$ cat config.mk
export PLATFORM = sky130hd
export DESIGN_NAME = prbs_tx_gen_flat
export DESIGN_NICKNAME = d
export VERILOG_FILES = /design/src/rtl/prbs_pkg.sv /design/src/rtl/prbs_tx_gen_if.sv /design/src/rtl/prbs_lfsr.sv /design/src/rtl/prbs_tx_gen.sv /design/src/flat_wrapper.sv
export SDC_FILE = /design/constraint.sdc
export NUM_CORES = 1
export LEC_CHECK = 0
export CORE_MARGIN = 2
export CORE_UTILIZATION = 30
export CTS_BUF_LIST = sky130_fd_sc_hd__clkbuf_4
export CTS_CLUSTER_DIAMETER = 100
export DETAILED_ROUTE_END_ITERATION = 7
export SLEW_MARGIN = 5
export SYNTH_ARGS = -nofsm -noshare
export SYNTH_HDL_FRONTEND = slang
export SYNTH_SLANG_ARGS = --single-unit
$ cat constraint.sdc
create_clock -name clock -period 6.05 [get_ports clock]
set_clock_uncertainty 0.1 [all_clocks]
set_input_delay 1.21 -clock clock [delete_from_list [all_inputs] [get_ports clock]]
set_output_delay 1.21 -clock clock [all_outputs]
set_load 0.05 [all_outputs]
$ cat src/rtl/prbs_pkg.sv
// -----------------------------------------------------------------------------
// prbs_pkg
// Shared definitions for the PRBS transmit generator and its receive-side
// checker:
//   - ST_IDLE / ST_RUN : FSM state encoding
//   - COUNT_W          : width of the bit and error counters
//   - prbs_len_legal() : supported LFSR lengths
//   - prbs_tap()       : feedback tap for each supported length
// -----------------------------------------------------------------------------
package prbs_pkg;

    localparam logic [0:0] ST_IDLE = 1'b0;
    localparam logic [0:0] ST_RUN  = 1'b1;

    localparam int COUNT_W = 64;

    function automatic bit prbs_len_legal(input int n);
        return (n == 7) || (n == 9) || (n == 15) || (n == 23) || (n == 31);
    endfunction

    // Second tap of the two-tap polynomial x^n + x^tap + 1.
    function automatic int prbs_tap(input int n);
        case (n)
            7:       return 6;
            9:       return 5;
            15:      return 14;
            23:      return 18;
            31:      return 28;
            default: return 1;
        endcase
    endfunction

endpackage

$ cat src/rtl/prbs_tx_gen_if.sv
// -----------------------------------------------------------------------------
// prbs_tx_gen_if
// Control and status bundle of the PRBS transmit generator.
//   i_enb_tx       transmitter enable
//   i_enable       symbol-rate strobe
//   i_err_period   periodic injection period in bits (0 = off)
//   i_err_single   single-shot injection request pulse
//   o_PRBS         registered serial PRBS bit
//   o_valid        one-cycle pulse: o_PRBS updated
//   o_period_sync  one-cycle pulse on the first bit of each pattern period
//   o_bits_count   bits transmitted since reset/restart
//   o_error_count  bits inverted since reset/restart
// master: the side driving the controls; slave: the generator.
// -----------------------------------------------------------------------------
interface prbs_tx_gen_if
    import prbs_pkg::*;
#(
    parameter int NB_PERIOD = 32
);

    logic                 i_enb_tx;
    logic                 i_enable;
    logic [NB_PERIOD-1:0] i_err_period;
    logic                 i_err_single;
    logic                 o_PRBS;
    logic                 o_valid;
    logic                 o_period_sync;
    logic [COUNT_W-1:0]   o_bits_count;
    logic [COUNT_W-1:0]   o_error_count;

    modport master (
        output i_enb_tx, i_enable, i_err_period, i_err_single,
        input  o_PRBS, o_valid, o_period_sync, o_bits_count, o_error_count
    );

    modport slave (
        input  i_enb_tx, i_enable, i_err_period, i_err_single,
        output o_PRBS, o_valid, o_period_sync, o_bits_count, o_error_count
    );

endinterface

$ cat src/rtl/prbs_lfsr.sv
// -----------------------------------------------------------------------------
// prbs_lfsr
// Fibonacci LFSR for the polynomial x^N + x^TAP + 1. The serial output bit is
// o_state[N-1]. Shared by the transmit generator and the receive checker.
//   clock     system clock
//   i_reset   asynchronous active-low reset, loads SEED
//   i_load    synchronous load of i_seed (priority over i_step)
//   i_step    advance the register by one bit
//   i_seed    value taken on i_load
//   o_state   current register contents
// -----------------------------------------------------------------------------
module prbs_lfsr #(
    parameter int            N    = 9,
    parameter int            TAP  = 5,
    parameter logic [N-1:0]  SEED = {N{1'b1}}
) (
    input  logic         clock,
    input  logic         i_reset,
    input  logic         i_load,
    input  logic         i_step,
    input  logic [N-1:0] i_seed,
    output logic [N-1:0] o_state
);

    logic [N-1:0] state;

    always_ff @(posedge clock or negedge i_reset) begin
        if (!i_reset) begin
            state <= SEED;
        end else if (i_load) begin
            state <= i_seed;
        end else if (i_step) begin
            state <= {state[N-2:0], state[N-1] ^ state[TAP-1]};
        end
    end

    assign o_state = state;

endmodule

$ cat src/rtl/prbs_tx_gen.sv
// -----------------------------------------------------------------------------
// prbs_tx_gen
// Transmit-side PRBS pattern generator with periodic and single-shot error
// injection and 64-bit transmitted-bit / injected-error counters.
//   clock         system clock
//   i_reset       asynchronous active-low reset
//   i_reset_sinc  synchronous restart (same effect as reset, at the edge)
//   bus           prbs_tx_gen_if.slave: enable, strobe, injection controls,
//                 serial output, valid/sync pulses and counters
// -----------------------------------------------------------------------------
module prbs_tx_gen
    import prbs_pkg::*;
#(
    parameter int                PRBS_N    = 9,
    parameter logic [PRBS_N-1:0] SEED      = {PRBS_N{1'b1}},
    parameter int                NB_PERIOD = 32
) (
    input  logic            clock,
    input  logic            i_reset,
    input  logic            i_reset_sinc,
    prbs_tx_gen_if.slave    bus
);

    localparam int                   TAP        = prbs_tap(PRBS_N);
    localparam logic [NB_PERIOD-1:0] PERIOD_ONE = {{(NB_PERIOD-1){1'b0}}, 1'b1};
    localparam logic [COUNT_W-1:0]   COUNT_ONE  = {{(COUNT_W-1){1'b0}}, 1'b1};

    if (!prbs_len_legal(PRBS_N)) begin : g_bad_len
        $error("prbs_tx_gen: PRBS_N=%0d is not a supported length", PRBS_N);
    end

    if (SEED == '0) begin : g_bad_seed
        $error("prbs_tx_gen: SEED must be nonzero");
    end

    logic [0:0]           state;
    logic                 step;
    logic [PRBS_N-1:0]    lfsr_state;
    logic [NB_PERIOD-1:0] period_cnt;
    logic [NB_PERIOD-1:0] period_prev;
    logic                 period_changed;
    logic                 period_hit;
    logic                 single_arm;
    logic                 invert;
    logic                 prbs_q;
    logic                 valid_q;
    logic                 sync_q;
    logic [COUNT_W-1:0]   bits_cnt;
    logic [COUNT_W-1:0]   error_cnt;

    // The restart input suppresses a step in the same cycle.
    assign step = (state == ST_RUN) && bus.i_enb_tx && bus.i_enable && !i_reset_sinc;

    assign period_changed = (bus.i_err_period != period_prev);
    assign period_hit     = (bus.i_err_period != '0) &&
                            (period_cnt == (bus.i_err_period - PERIOD_ONE));

    // A request arriving in the same cycle as a step applies to that step.
    // Periodic and single-shot hits on one bit still invert it only once.
    assign invert = period_hit || single_arm || bus.i_err_single;

    prbs_lfsr #(
        .N    (PRBS_N),
        .TAP  (TAP),
        .SEED (SEED)
    ) u_lfsr (
        .clock   (clock),
        .i_reset (i_reset),
        .i_load  (i_reset_sinc),
        .i_step  (step),
        .i_seed  (SEED),
        .o_state (lfsr_state)
    );

    always_ff @(posedge clock or negedge i_reset) begin
        if (!i_reset) begin
            state <= ST_IDLE;
        end else if (i_reset_sinc) begin
            state <= ST_IDLE;
        end else if ((state == ST_IDLE) && bus.i_enb_tx) begin
            state <= ST_RUN;
        end else if ((state == ST_RUN) && !bus.i_enb_tx) begin
            state <= ST_IDLE;
        end
    end

    // Any change of the period value restarts the period count on the next
    // cycle, so a new period is always measured from a clean start.
    always_ff @(posedge clock or negedge i_reset) begin
        if (!i_reset) begin
            period_prev <= '0;
            period_cnt  <= '0;
        end else begin
            period_prev <= bus.i_err_period;
            if (i_reset_sinc || period_changed) begin
                period_cnt <= '0;
            end else if (step && (bus.i_err_period != '0)) begin
                period_cnt <= period_hit ? '0 : period_cnt + PERIOD_ONE;
            end
        end
    end

    // Extra requests while already armed are absorbed.
    always_ff @(posedge clock or negedge i_reset) begin
        if (!i_reset) begin
            single_arm <= 1'b0;
        end else if (i_reset_sinc || step) begin
            single_arm <= 1'b0;
        end else if (bus.i_err_single) begin
            single_arm <= 1'b1;
        end
    end

    // The sync pulse marks the step that emits the first bit of the pattern,
    // i.e. the one whose pre-step LFSR contents equal SEED.
    always_ff @(posedge clock or negedge i_reset) begin
        if (!i_reset) begin
            prbs_q    <= 1'b0;
            valid_q   <= 1'b0;
            sync_q    <= 1'b0;
            bits_cnt  <= '0;
            error_cnt <= '0;
        end else if (i_reset_sinc) begin
            prbs_q    <= 1'b0;
            valid_q   <= 1'b0;
            sync_q    <= 1'b0;
            bits_cnt  <= '0;
            error_cnt <= '0;
        end else begin
            valid_q <= step;
            sync_q  <= step && (lfsr_state == SEED);
            if (step) begin
                prbs_q   <= lfsr_state[PRBS_N-1] ^ invert;
                bits_cnt <= bits_cnt + COUNT_ONE;
                if (invert) begin
                    error_cnt <= error_cnt + COUNT_ONE;
                end
            end
        end
    end

    assign bus.o_PRBS        = prbs_q;
    assign bus.o_valid       = valid_q;
    assign bus.o_period_sync = sync_q;
    assign bus.o_bits_count  = bits_cnt;
    assign bus.o_error_count = error_cnt;

endmodule
$ cat src/flat_wrapper.sv
// flat-port wrapper written by rule: the top's interface ports become plain ports
module prbs_tx_gen_flat import prbs_pkg::*;
#(
    parameter int                PRBS_N    = 9,
    parameter logic [PRBS_N-1:0] SEED      = {PRBS_N{1'b1}},
    parameter int                NB_PERIOD = 32
)
  (clock, i_reset, i_reset_sinc, bus_i_enb_tx, bus_i_enable, bus_i_err_period, bus_i_err_single, bus_o_PRBS, bus_o_valid, bus_o_period_sync, bus_o_bits_count, bus_o_error_count);
  prbs_tx_gen_if #(.NB_PERIOD(NB_PERIOD)) bus_i ();
  input  logic clock;
  input  logic i_reset;
  input  logic i_reset_sinc;
  input wire logic [$bits(bus_i.i_enb_tx)-1:0] bus_i_enb_tx;
  input wire logic [$bits(bus_i.i_enable)-1:0] bus_i_enable;
  input wire logic [$bits(bus_i.i_err_period)-1:0] bus_i_err_period;
  input wire logic [$bits(bus_i.i_err_single)-1:0] bus_i_err_single;
  output wire logic [$bits(bus_i.o_PRBS)-1:0] bus_o_PRBS;
  output wire logic [$bits(bus_i.o_valid)-1:0] bus_o_valid;
  output wire logic [$bits(bus_i.o_period_sync)-1:0] bus_o_period_sync;
  output wire logic [$bits(bus_i.o_bits_count)-1:0] bus_o_bits_count;
  output wire logic [$bits(bus_i.o_error_count)-1:0] bus_o_error_count;
  assign bus_i.i_enb_tx = bus_i_enb_tx;
  assign bus_i.i_enable = bus_i_enable;
  assign bus_i.i_err_period = bus_i_err_period;
  assign bus_i.i_err_single = bus_i_err_single;
  assign bus_o_PRBS = bus_i.o_PRBS;
  assign bus_o_valid = bus_i.o_valid;
  assign bus_o_period_sync = bus_i.o_period_sync;
  assign bus_o_bits_count = bus_i.o_bits_count;
  assign bus_o_error_count = bus_i.o_error_count;
  prbs_tx_gen #(.PRBS_N(PRBS_N), .SEED(SEED), .NB_PERIOD(NB_PERIOD)) u_core (.clock(clock), .i_reset(i_reset), .i_reset_sinc(i_reset_sinc), .bus(bus_i));
endmodule
==> run_results.csv, run 1 <==
group,metric,value,unit
grt,grt_max_degree,109,
detailed_routing,first_pass_iters,4,
cts,cts_sinks,206,
critical_path,cp_max_fo,20,
cts,htreeDepth,2,
critical_path,start_kind,"primary input",
grt,grt_pass1_vias,10431,
floorplanning,fp.dieH,206,µm
placement,dp_hpwl,23900,µm
placement,placed_cells,1968,
floorplanning,coreArea,39900,µm²
critical_path,crit_buf_inv,1,
cts,clk_pin_slew,0.06,ns
cts,cts_hold_buf,0,
layout,instances_no_fill,2079,
power,p_per_area,194,nW/µm²
timing,tightest_slew,1.09,ns
detailed_routing,antenna_left,0,
detailed_routing,via_per_inst,5.12,
power,p_leak,6.06,nW
floorplanning,rows,73,
timing,min_period,4.84,ns
detailed_routing,drt-total-wl,34900,µm
flow_run,drv_cap,0,
timing,hold_viol,0,
timing,rsz0062_at_grt,"false",
grt,antenna_found_initial,2,
critical_path,crit_path_end_kind,"flip-flop",
detailed_routing,remaining_drc_errors,0,
logic_synthesis,async_reset_ff_share,100,%
placement,gp_congestion,0.897,
floorplanning,die_w,206,µm
detailed_routing,wl_per_cell,16.8,µm
logic_synthesis,yosys.area.top_type,"dfrtp_1",
layout,layout_commonest_cell,"dfrtp_1",
run_status,status,"finished, final reports clean",
timing,finalMaxSlewViolations,0,
floorplanning,io_pins,169,
power,irDropWorstVdd,0.103,mV
logic_synthesis,synth_top_area_share,40.4,%
critical_path,cp_top_family,"simple AND/OR/NAND/NOR gates",
logic_synthesis,synthTopCellsByArea,"dfrtp_1 (40%), xor2_1 (6.5%), mux2_2 (5.0%), nor2_1 (4.6%), nor2b_1 (3.4%)",
timing,fmax,0.207,GHz
grt,grt_pass1_wl,56800,µm
critical_path,cp.required,6.55,ns
logic_synthesis,synth_area,12200,µm²
critical_path,worstPathArrival,5.34,ns
cts,cts_resized,0,
logic_synthesis,synth_cell_type_count,70,
timing,max-slew-margin-rel,27.6,%
cts,cts_root_buf,"clkbuf_4",
floorplanning,initial_core_util,30.6,%
detailed_routing,drt_iter0_markers,628,
logic_synthesis,synth_warnings,0,
cts,postCtsSetupBuffers,0,
layout,drive_gt1_share,13.7,%
cts,clockBufferDepth,3,
layout,layout_common_cells,"dfrtp_1 (197), clkdlybuf4s50_1 (166), nor2_1 (148)",
critical_path,path_cells,"clkdlybuf4s50_1 -> or4_1 -> nor3_2 -> nor4b_2 -> o211ai_1 -> nor4_2 -> nand3_4 -> a2111oi_0 -> mux2_2",
logic_synthesis,synth_seq_cells,206,
cts,cts_tree,"yes",
critical_path,path_class,"primary input to flip-flop",
critical_path,critPathMaxStageDelay,0.79,ns
layout,n_fill_cell,4013,
layout,layout.nets,1546,
timing,period_share,80.0,%
grt,overflow,0,
logic_synthesis,yosysSeqAreaShare,42.4,%
layout,multi_input_area,6640,µm²
logic_synthesis,synthCells,1331,
logic_synthesis,synth_fp_nets,1373,
logic_synthesis,syn_avg_cell_area,9.16,µm²
logic_synthesis,synthFlopType,"dfrtp_1",
critical_path,slowest_stage,"or4_1",
grt,grt.total_usage,16.7,%
layout,area_growth,24.6,%
timing,setup_viol_count_final,0,
layout,ff_latch_area,5170,µm²
logic_synthesis,synth_edf_count,0,
floorplanning,die_area,42300,µm²
placement,port_buffers,168,
detailed_routing,num_vias,10645,
hold_path,hp-class,"flip-flop to flip-flop",
timing,setup-tns-final,0,ns
cts,clk_latency,0.77,ns
cts,numCtsBuffers,59,
## kinds of logic after synthesis
group | after synthesis | synth area share (%)
compound gates | 186 | 10.5
flops | 206 | 42.4
buf+inv | 107 | 3.45
mux | 70 | 6.38
simple gates | 635 | 28.1
fa+ha+maj | 4 | 0.410
xor+xnor | 123 | 8.83
## cell usage after synthesis (all sizes together), types with 2 or more instances
master / number
dfrtp: 197
nor2: 149
nand2: 99
xor2: 91
nand3: 79
a21oi: 69
nor2b: 67
clkbuf: 63
mux2: 62
and3: 46
nand4: 40
o21ai: 34
xnor2: 32
inv: 30
nor4: 27
or3: 26
nor3: 25
and4: 19
a2111oi: 18
buf: 14
and2: 12
nand3b: 12
a211oi: 11
a21boi: 11
or4: 10
dfstp: 9
mux2i: 8
a221o: 7
nor3b: 7
a21o: 5
o211ai: 5
o22ai: 5
or2: 5
ha: 4
nand2b: 4
nor4b: 4
a22o: 2
a31oi: 2
a41oi: 2
o21a: 2
## final timing paths
path / start / end / slack, ns / cells past startpoint
worst max register to register: u_core.bus.o_error_count[2] / u_core.bus.o_error_count[50] / 2.08 / 7
max in group asynchronous: i_reset / u_core.bus.o_bits_count[40] / 4.15 / 2
worst min-delay path: u_core.u_lfsr.o_state[1] / u_core.u_lfsr.o_state[2] / 0.38 / 2
min in group asynchronous: i_reset / u_core.period_cnt[23] / 0.43 / 1
worst min register to register: u_core.u_lfsr.o_state[1] / u_core.u_lfsr.o_state[2] / 0.38 / 2
worst max-delay path: bus_i_err_period[2] / u_core.bus.o_error_count[8] / 1.21 / 9
## registers in the layout (all words and copies together), names as in the netlist
name                      flops
u_core.period_cnt            32
u_core.bus.o_PRBS             1
u_core.period_prev           32
u_core.bus.o_bits_count      64
u_core.bus.o_valid            1
u_core.single_arm             1
u_core.bus.o_period_sync      1
u_core.state                  1
u_core.u_lfsr.o_state         9
u_core.bus.o_error_count     64
## power by group
group	switching, mW	total, mW	internal (mW)	leakage, nW
clock network	0.639	1.34	0.700	0.468
registers	0.00812	1.40	1.39	2.77
logic	0.142	0.212	0.0707	2.82
## per-layer routing
metal,GRT usage [%],part of all wire [%],wire [µm],vias to the layer above
li1,-,-,-,5118
met1,22.5,46,15900,5219
met2,26.3,47,16400,239
met3,3.17,4.8,1690,67
met4,6.42,2.8,962,2
met5,0,0.020,7,-
## per-stage QoR
stage          util, %  total power, mW  hold slack [ns]  setup WS, ns  area [µm²]
2_1_floorplan        -             1.54            0.369          1.58       12200
3_3_place_gp      36.1             1.64            0.384         0.576       14400
3_5_place_dp      36.1             1.64            0.386         0.496       14400
4_1_cts           38.1             3.03            0.359          1.33       15200
5_1_grt           38.1             3.12            0.403          1.03       15200
6_report          38.1             2.95            0.380          1.21       15200
## worst register-to-register path: cells and delay by family, from the launching register on
family             cells  cell delay (ns)
DFF                    1             0.48
AOI/OAI and AO/OA      1             0.28
and+or+nand+nor        5             2.62
muxes                  1             0.35
## area by class of cell
| type | instances | share of cell area, % |
|---|---|---|
| antenna | 1 | 0.0165 |
| clock buffer | 93 | 4.59 |
| clock inverter | 17 | 0.502 |
| inverter | 30 | 0.741 |
| multi-input combinational | 1018 | 43.7 |
| sequential | 206 | 34.0 |
| tap | 525 | 4.32 |
| timing repair buffer | 189 | 12.1 |
(Power assumes the default switching activity.)
==> inputs of run 2 (changes only) <==
==> constraint.sdc (replaced) <==
create_clock -name clock -period 4.6 [get_ports clock]
set_clock_uncertainty 0.1 [all_clocks]
set_input_delay 0.92 -clock clock [delete_from_list [all_inputs] [get_ports clock]]
set_output_delay 0.92 -clock clock [all_outputs]
set_load 0.05 [all_outputs]
==> run 2 against run 1 <==
Net effect:
- sequential cell count is the same
- clock-buffer cell count unchanged
- utilization rose by 1.6 points
- sequential power increased by 31%
- highest routed layer is now met4
- design area rose by 4.1%
- die area is the same
- first-iteration DRC count shrank 17%
- combinational power is 50% higher
- total power up 34%
==> run_results.csv, run 2 (synthesis results as in run 1) <==
group,metric,value,unit
run_status,status,"finished, final reports clean",
cts,clk_pin_slew,0.07,ns
placement,gp_congestion,0.913,
timing,period_share,88.1,%
placement,place_area,15000,µm²
critical_path,rrSetupSlack,0.96,ns
grt,antenna_found_initial,1,
critical_path,cp_max_fo,9,
detailed_routing,drt-total-wl,36700,µm
floorplanning,coreArea,39900,µm²
timing,max-slew-margin-rel,39.6,%
placement,placed_cells,2045,
timing,min_period,4.05,ns
detailed_routing,wl_per_cell,17.0,µm
power,p_int,2.88,mW
layout,layout.nets,1625,
grt,grt_max_degree,104,
detailed_routing,antenna_left,0,
layout,layout_commonest_cell,"dfrtp_1",
grt,grt.total_usage,17.5,%
cts,cts_root_buf,"clkbuf_4",
floorplanning,io_pins,169,
timing,setup_viol_count_final,0,
timing,fmax,0.247,GHz
power,p_leak,6.46,nW
floorplanning,initial_core_util,30.6,%
cts,htreeDepth,2,
power,p_switching,1.07,mW
critical_path,start_kind,"primary input",
floorplanning,fp.dieH,206,µm
power,irDropWorstVdd,0.148,mV
power,p_per_area,249,nW/µm²
detailed_routing,drt_iter0_markers,521,
cts,cts_hold_buf,0,
critical_path,crit_path_end_kind,"flip-flop",
layout,final_util,39.7,%
grt,grt_pass1_vias,10807,
cts,cts_tree,"yes",
timing,rsz0062_at_grt,"false",
power,pwr-share-clk,45.2,%
cts,cts_sinks,206,
floorplanning,rows,73,
cts,cts_resized,0,
critical_path,r2r_cells,11,
placement,dp_hpwl,26100,µm
cts,numCtsBuffers,61,
timing,tightest_slew,0.906,ns
critical_path,cp.required,5.15,ns
detailed_routing,first_pass_iters,5,
floorplanning,die_w,206,µm
critical_path,r2r-start,"u_core.period_cnt[20]",
cts,clk_latency,0.80,ns
layout,drive_gt1_share,17.8,%
layout,final_area,15800,µm²
timing,finalMaxSlewViolations,0,
layout,area_growth,29.8,%
detailed_routing,remaining_drc_errors,0,
timing,hold_viol,0,
cts,clockBufferDepth,3,
floorplanning,die_area,42300,µm²
critical_path,path_class,"primary input to flip-flop",
cts,postCtsSetupBuffers,0,
critical_path,worstPathArrival,4.61,ns
detailed_routing,num_vias,10931,
layout,layout_common_cells,"dfrtp_1 (197), clkdlybuf4s50_1 (166), nor2_1 (148)",
hold_path,hp-class,"primary input to asynchronous set/reset pin",
timing,setup-tns-final,0,ns
critical_path,worstReg2RegEnd,"u_core.bus.o_error_count[41]",
flow_run,drv_cap,0,
power,seqPwrFrac,46.7,%
grt,overflow,0,
placement,port_buffers,168,
grt,grt_pass1_wl,59100,µm
detailed_routing,via_per_inst,5.06,
layout,instances_no_fill,2162,
power,power,3.95,mW
power,comb_power_share,8.1,%
power,swShare,27.1,%
[run 2: cell types whose count changed in the layout (fill, tap and decap cells not counted)]
cell and delta:
buf_12 +2, buf_4 +75, clkinv_1 +4, clkinv_2 +3
clkinv_4 +1, inv_2 -1, inv_6 -1
[run 2: cell type report]
| class | count | area (µm²) |
|---|---|---|
| flip-flops and latches | 206 | 5170 |
| multi-input cells | 1018 | 6640 |
| diodes | 1 | 2.50 |
| clock inverters | 23 | 103 |
| fillers | 3927 | 24100 |
| inverters | 30 | 113 |
| clock buffers | 93 | 698 |
| repair buffers | 266 | 2450 |
| well taps | 525 | 657 |
[run 2: how the worst max path moves through the flow]
stage / from / endpoint / slack [ns] / cells past startpoint
global placement: bus_i_err_period[23] / u_core.bus.o_error_count[38] / -0.01 / 12
detailed placement: bus_i_err_period[1] / u_core.bus.o_error_count[37] / -0.17 / 14
global route: bus_i_err_period[0] / u_core.bus.o_error_count[8] / 0.37 / 14
finish: bus_i_err_period[1] / u_core.bus.o_error_count[41] / 0.55 / 14
floorplan: bus_i_err_period[0] / u_core.bus.o_error_count[12] / 0.42 / 13
CTS: bus_i_err_period[1] / u_core.bus.o_error_count[38] / 0.69 / 14
[run 2: stage by stage]
stage	worst slack [ns]	hold slack, ns
after floorplan	0.419	0.369
after global placement	-0.0104	0.384
after detailed placement	-0.170	0.391
after CTS	0.690	0.0609
after global routing	0.371	0.0987
final	0.547	0.132
[run 2: worst max-delay path: stages]
cell             delay (ns)
clkdlybuf4s50_1        0.61
inv_1                  0.10
ha_1                   0.31
xnor2_1                0.18
o211ai_1               0.09
a2111oi_0              0.51
buf_4                  0.21
nand3_1                0.08
nor4_2                 0.30
buf_4                  0.17
nand3_4                0.08
buf_4                  0.17
a2111oi_0              0.48
mux2_2                 0.38
[run 2: routing by layer]
| metal | up-vias | wire, µm | track usage [%] |
|---|---|---|---|
| met5 | - | 0 | 0 |
| met4 | 0 | 741 | 6.83 |
| met3 | 62 | 1800 | 3.20 |
| met2 | 247 | 17200 | 27.5 |
| met1 | 5351 | 16900 | 23.8 |
| li1 | 5271 | - | - |
[run 2: power groups by stage]
stage                     clock network, mW  logic (mW)  registers, mW
after floorplan                           0       0.147           1.88
after global placement                    0       0.319           1.88
after detailed placement                  0       0.321           1.88
after CTS                              1.88       0.322           1.84
after global routing                   1.98       0.350           1.84
final                                  1.79       0.318           1.84
==> inputs of run 3 (changes only) <==
--- a/config.mk
+++ b/config.mk
@@ -6,10 +6,11 @@
 export NUM_CORES = 1
 export LEC_CHECK = 0
 export CORE_MARGIN = 2
-export CORE_UTILIZATION = 30
+export CORE_UTILIZATION = 55
 export CTS_BUF_LIST = sky130_fd_sc_hd__clkbuf_4
 export CTS_CLUSTER_DIAMETER = 100
 export DETAILED_ROUTE_END_ITERATION = 7
+export PLACE_DENSITY = 0.8
 export SLEW_MARGIN = 5
 export SYNTH_ARGS = -nofsm -noshare
 export SYNTH_HDL_FRONTEND = slang
==> run 3 against run 2 <==
Net effect:
- sequential power about the same
- non-clock buffer count decreased by 28
- first-iteration DRC count increased by 43%
- fmax is 2.2% lower
- wire length down 11%
- total power decreased by 1.7%
- via count is 0.50% higher
- final cell count down 13%
- global-route usage increased by 10 points
==> run_results.csv, run 3 (synthesis results as in run 1) <==
group,metric,value,unit
critical_path,critPathMaxStageDelay,0.60,ns
critical_path,crit_path_start,"bus_i_err_period[0]",
cts,clk_latency,0.71,ns
cts,cts_tree,"yes",
placement,placed_cells,1772,
timing,whs,0.217,ns
cts,cts_hold_buf,0,
critical_path,crit_cells,13,
critical_path,r2r-start,"u_core.period_cnt[20]",
timing,fmax,0.241,GHz
timing,setup-tns-final,0,ns
cts,cts_root_buf,"clkbuf_4",
cts,htreeDepth,2,
cts,postCtsSetupBuffers,0,
critical_path,r2r_cells,11,
layout,final_util,70.0,%
cts,cts_sinks,206,
power,p_per_area,254,nW/µm²
layout,area_growth,25.2,%
power,power,3.88,mW
power,p_switching,0.985,mW
critical_path,worstReg2RegEnd,"u_core.bus.o_error_count[5]",
placement,gp_congestion,0.936,
flow_run,drv_cap,0,
grt,grt_pass1_wl,54000,µm
timing,max-slew-margin-rel,32.5,%
detailed_routing,remaining_drc_errors,0,
critical_path,path_class,"primary input to flip-flop",
power,seqPwrFrac,47.5,%
timing,finalMaxSlewViolations,0,
hold_path,hp-class,"primary input to asynchronous set/reset pin",
cts,clockBufferDepth,3,
floorplanning,die_w,153,µm
placement,dp_hpwl,23300,µm
layout,layout_commonest_cell,"dfrtp_1",
layout,layout_common_cells,"dfrtp_1 (197), clkdlybuf4s50_1 (166), nor2_1 (148)",
power,irDropWorstVdd,0.174,mV
placement,port_buffers,168,
floorplanning,fp.dieH,153,µm
layout,final_area,15300,µm²
detailed_routing,drt_iter0_markers,745,
grt,grt.total_usage,27.8,%
critical_path,start_kind,"primary input",
run_status,status,"finished, final reports clean",
cts,numCtsBuffers,56,
floorplanning,io_pins,169,
timing,hold_viol,0,
cts,cts_resized,0,
timing,fin_ws,0.457,ns
detailed_routing,num_vias,10986,
critical_path,cp_max_fo,27,
critical_path,cp_top_family,"compound AO/OA/AOI/OAI gates",
power,p_int,2.90,mW
power,comb_power_share,7.8,%
layout,ff_latch_area,5170,µm²
detailed_routing,wl_per_cell,17.5,µm
placement,place_area,14500,µm²
timing,rsz0062_at_grt,"false",
grt,grt_pass1_vias,10618,
grt,overflow,0,
floorplanning,coreArea,21800,µm²
placement,post-place-ws,-0.0833,ns
critical_path,cp.required,5.09,ns
timing,period_share,90.1,%
timing,min_period,4.14,ns
detailed_routing,drt-total-wl,32800,µm
layout,n_fill_cell,1722,
power,swShare,25.4,%
floorplanning,rows,54,
layout,layout.nets,1592,
critical_path,crit_path_end_kind,"flip-flop",
timing,tightest_slew,1.01,ns
grt,grt_max_degree,109,
critical_path,path_cells,"clkdlybuf4s50_1 -> inv_1 -> ha_1 -> nor3b_1 -> nand3_1 -> a211oi_1 -> o22ai_1 -> nor4_2 -> buf_4 -> nand3_4 -> buf_12 -> a2111oi_0 -> mux2_2",
layout,drive_gt1_share,16.0,%
detailed_routing,antenna_left,0,
layout,multi_input_area,6640,µm²
floorplanning,die_area,23400,µm²
grt,antenna_found_initial,2,
power,pwr-share-clk,44.7,%
critical_path,crit_end,"u_core.bus.o_error_count[5]",
critical_path,slowest_stage,"a2111oi_0",
layout,instances_no_fill,1873,
detailed_routing,first_pass_iters,5,
detailed_routing,via_per_inst,5.87,
timing,setup_viol_count_final,0,
critical_path,rrSetupSlack,0.89,ns
critical_path,worstPathArrival,4.63,ns
power,p_leak,6.29,nW
floorplanning,initial_core_util,55.9,%
critical_path,crit_buf_inv,4,
cts,clk_pin_slew,0.07,ns
[run 3: cell count changes in the layout (fill, tap and decap cells not counted), moves of 2 or more]
| cell | delta |
|---|---|
| bufinv_16 | +2 |
| clkinv_2 | -3 |
| buf_4 | -29 |
| clkinv_1 | -7 |
| clkbuf_4 | -8 |
[run 3: how the worst min path moves through the flow]
stage,endpoint
after detailed placement,u_core.u_lfsr.o_state[6]
after floorplan,u_core.u_lfsr.o_state[1]
after CTS,u_core.bus.o_error_count[4]
after global placement,u_core.u_lfsr.o_state[1]
after global routing,u_core.bus.o_error_count[11]
final,u_core.bus.o_error_count[17]
[run 3: metal layers]
| layer | track usage [%] | share of wire [%] | routed length (µm) | vias up |
|---|---|---|---|---|
| met5 | 0 | 0 | 0 | - |
| met4 | 11.1 | 3.3 | 1080 | 0 |
| met3 | 5.81 | 6.7 | 2200 | 81 |
| met2 | 43.5 | 46 | 15100 | 364 |
| met1 | 38.0 | 44 | 14400 | 5344 |
| li1 | - | - | - | 5197 |
[run 3: final cells by class]
class,count,area share [%]
well taps,280,2.29
clock buffers,85,4.18
repair buffers,238,14.7
inverters,30,0.737
clock inverters,14,0.737
diodes,2,0.0328
multi-input cells,1018,43.5
flip-flops and latches,206,33.8
[run 3: power groups by stage]
stage          Sequential [mW]  Combinational [mW]  Clock (mW)
6_report                  1.84               0.304        1.73
5_1_grt                   1.84               0.333        1.87
4_1_cts                   1.84               0.303        1.78
3_5_place_dp              1.88               0.302           0
3_3_place_gp              1.88               0.298           0
2_1_floorplan             1.88               0.147           0
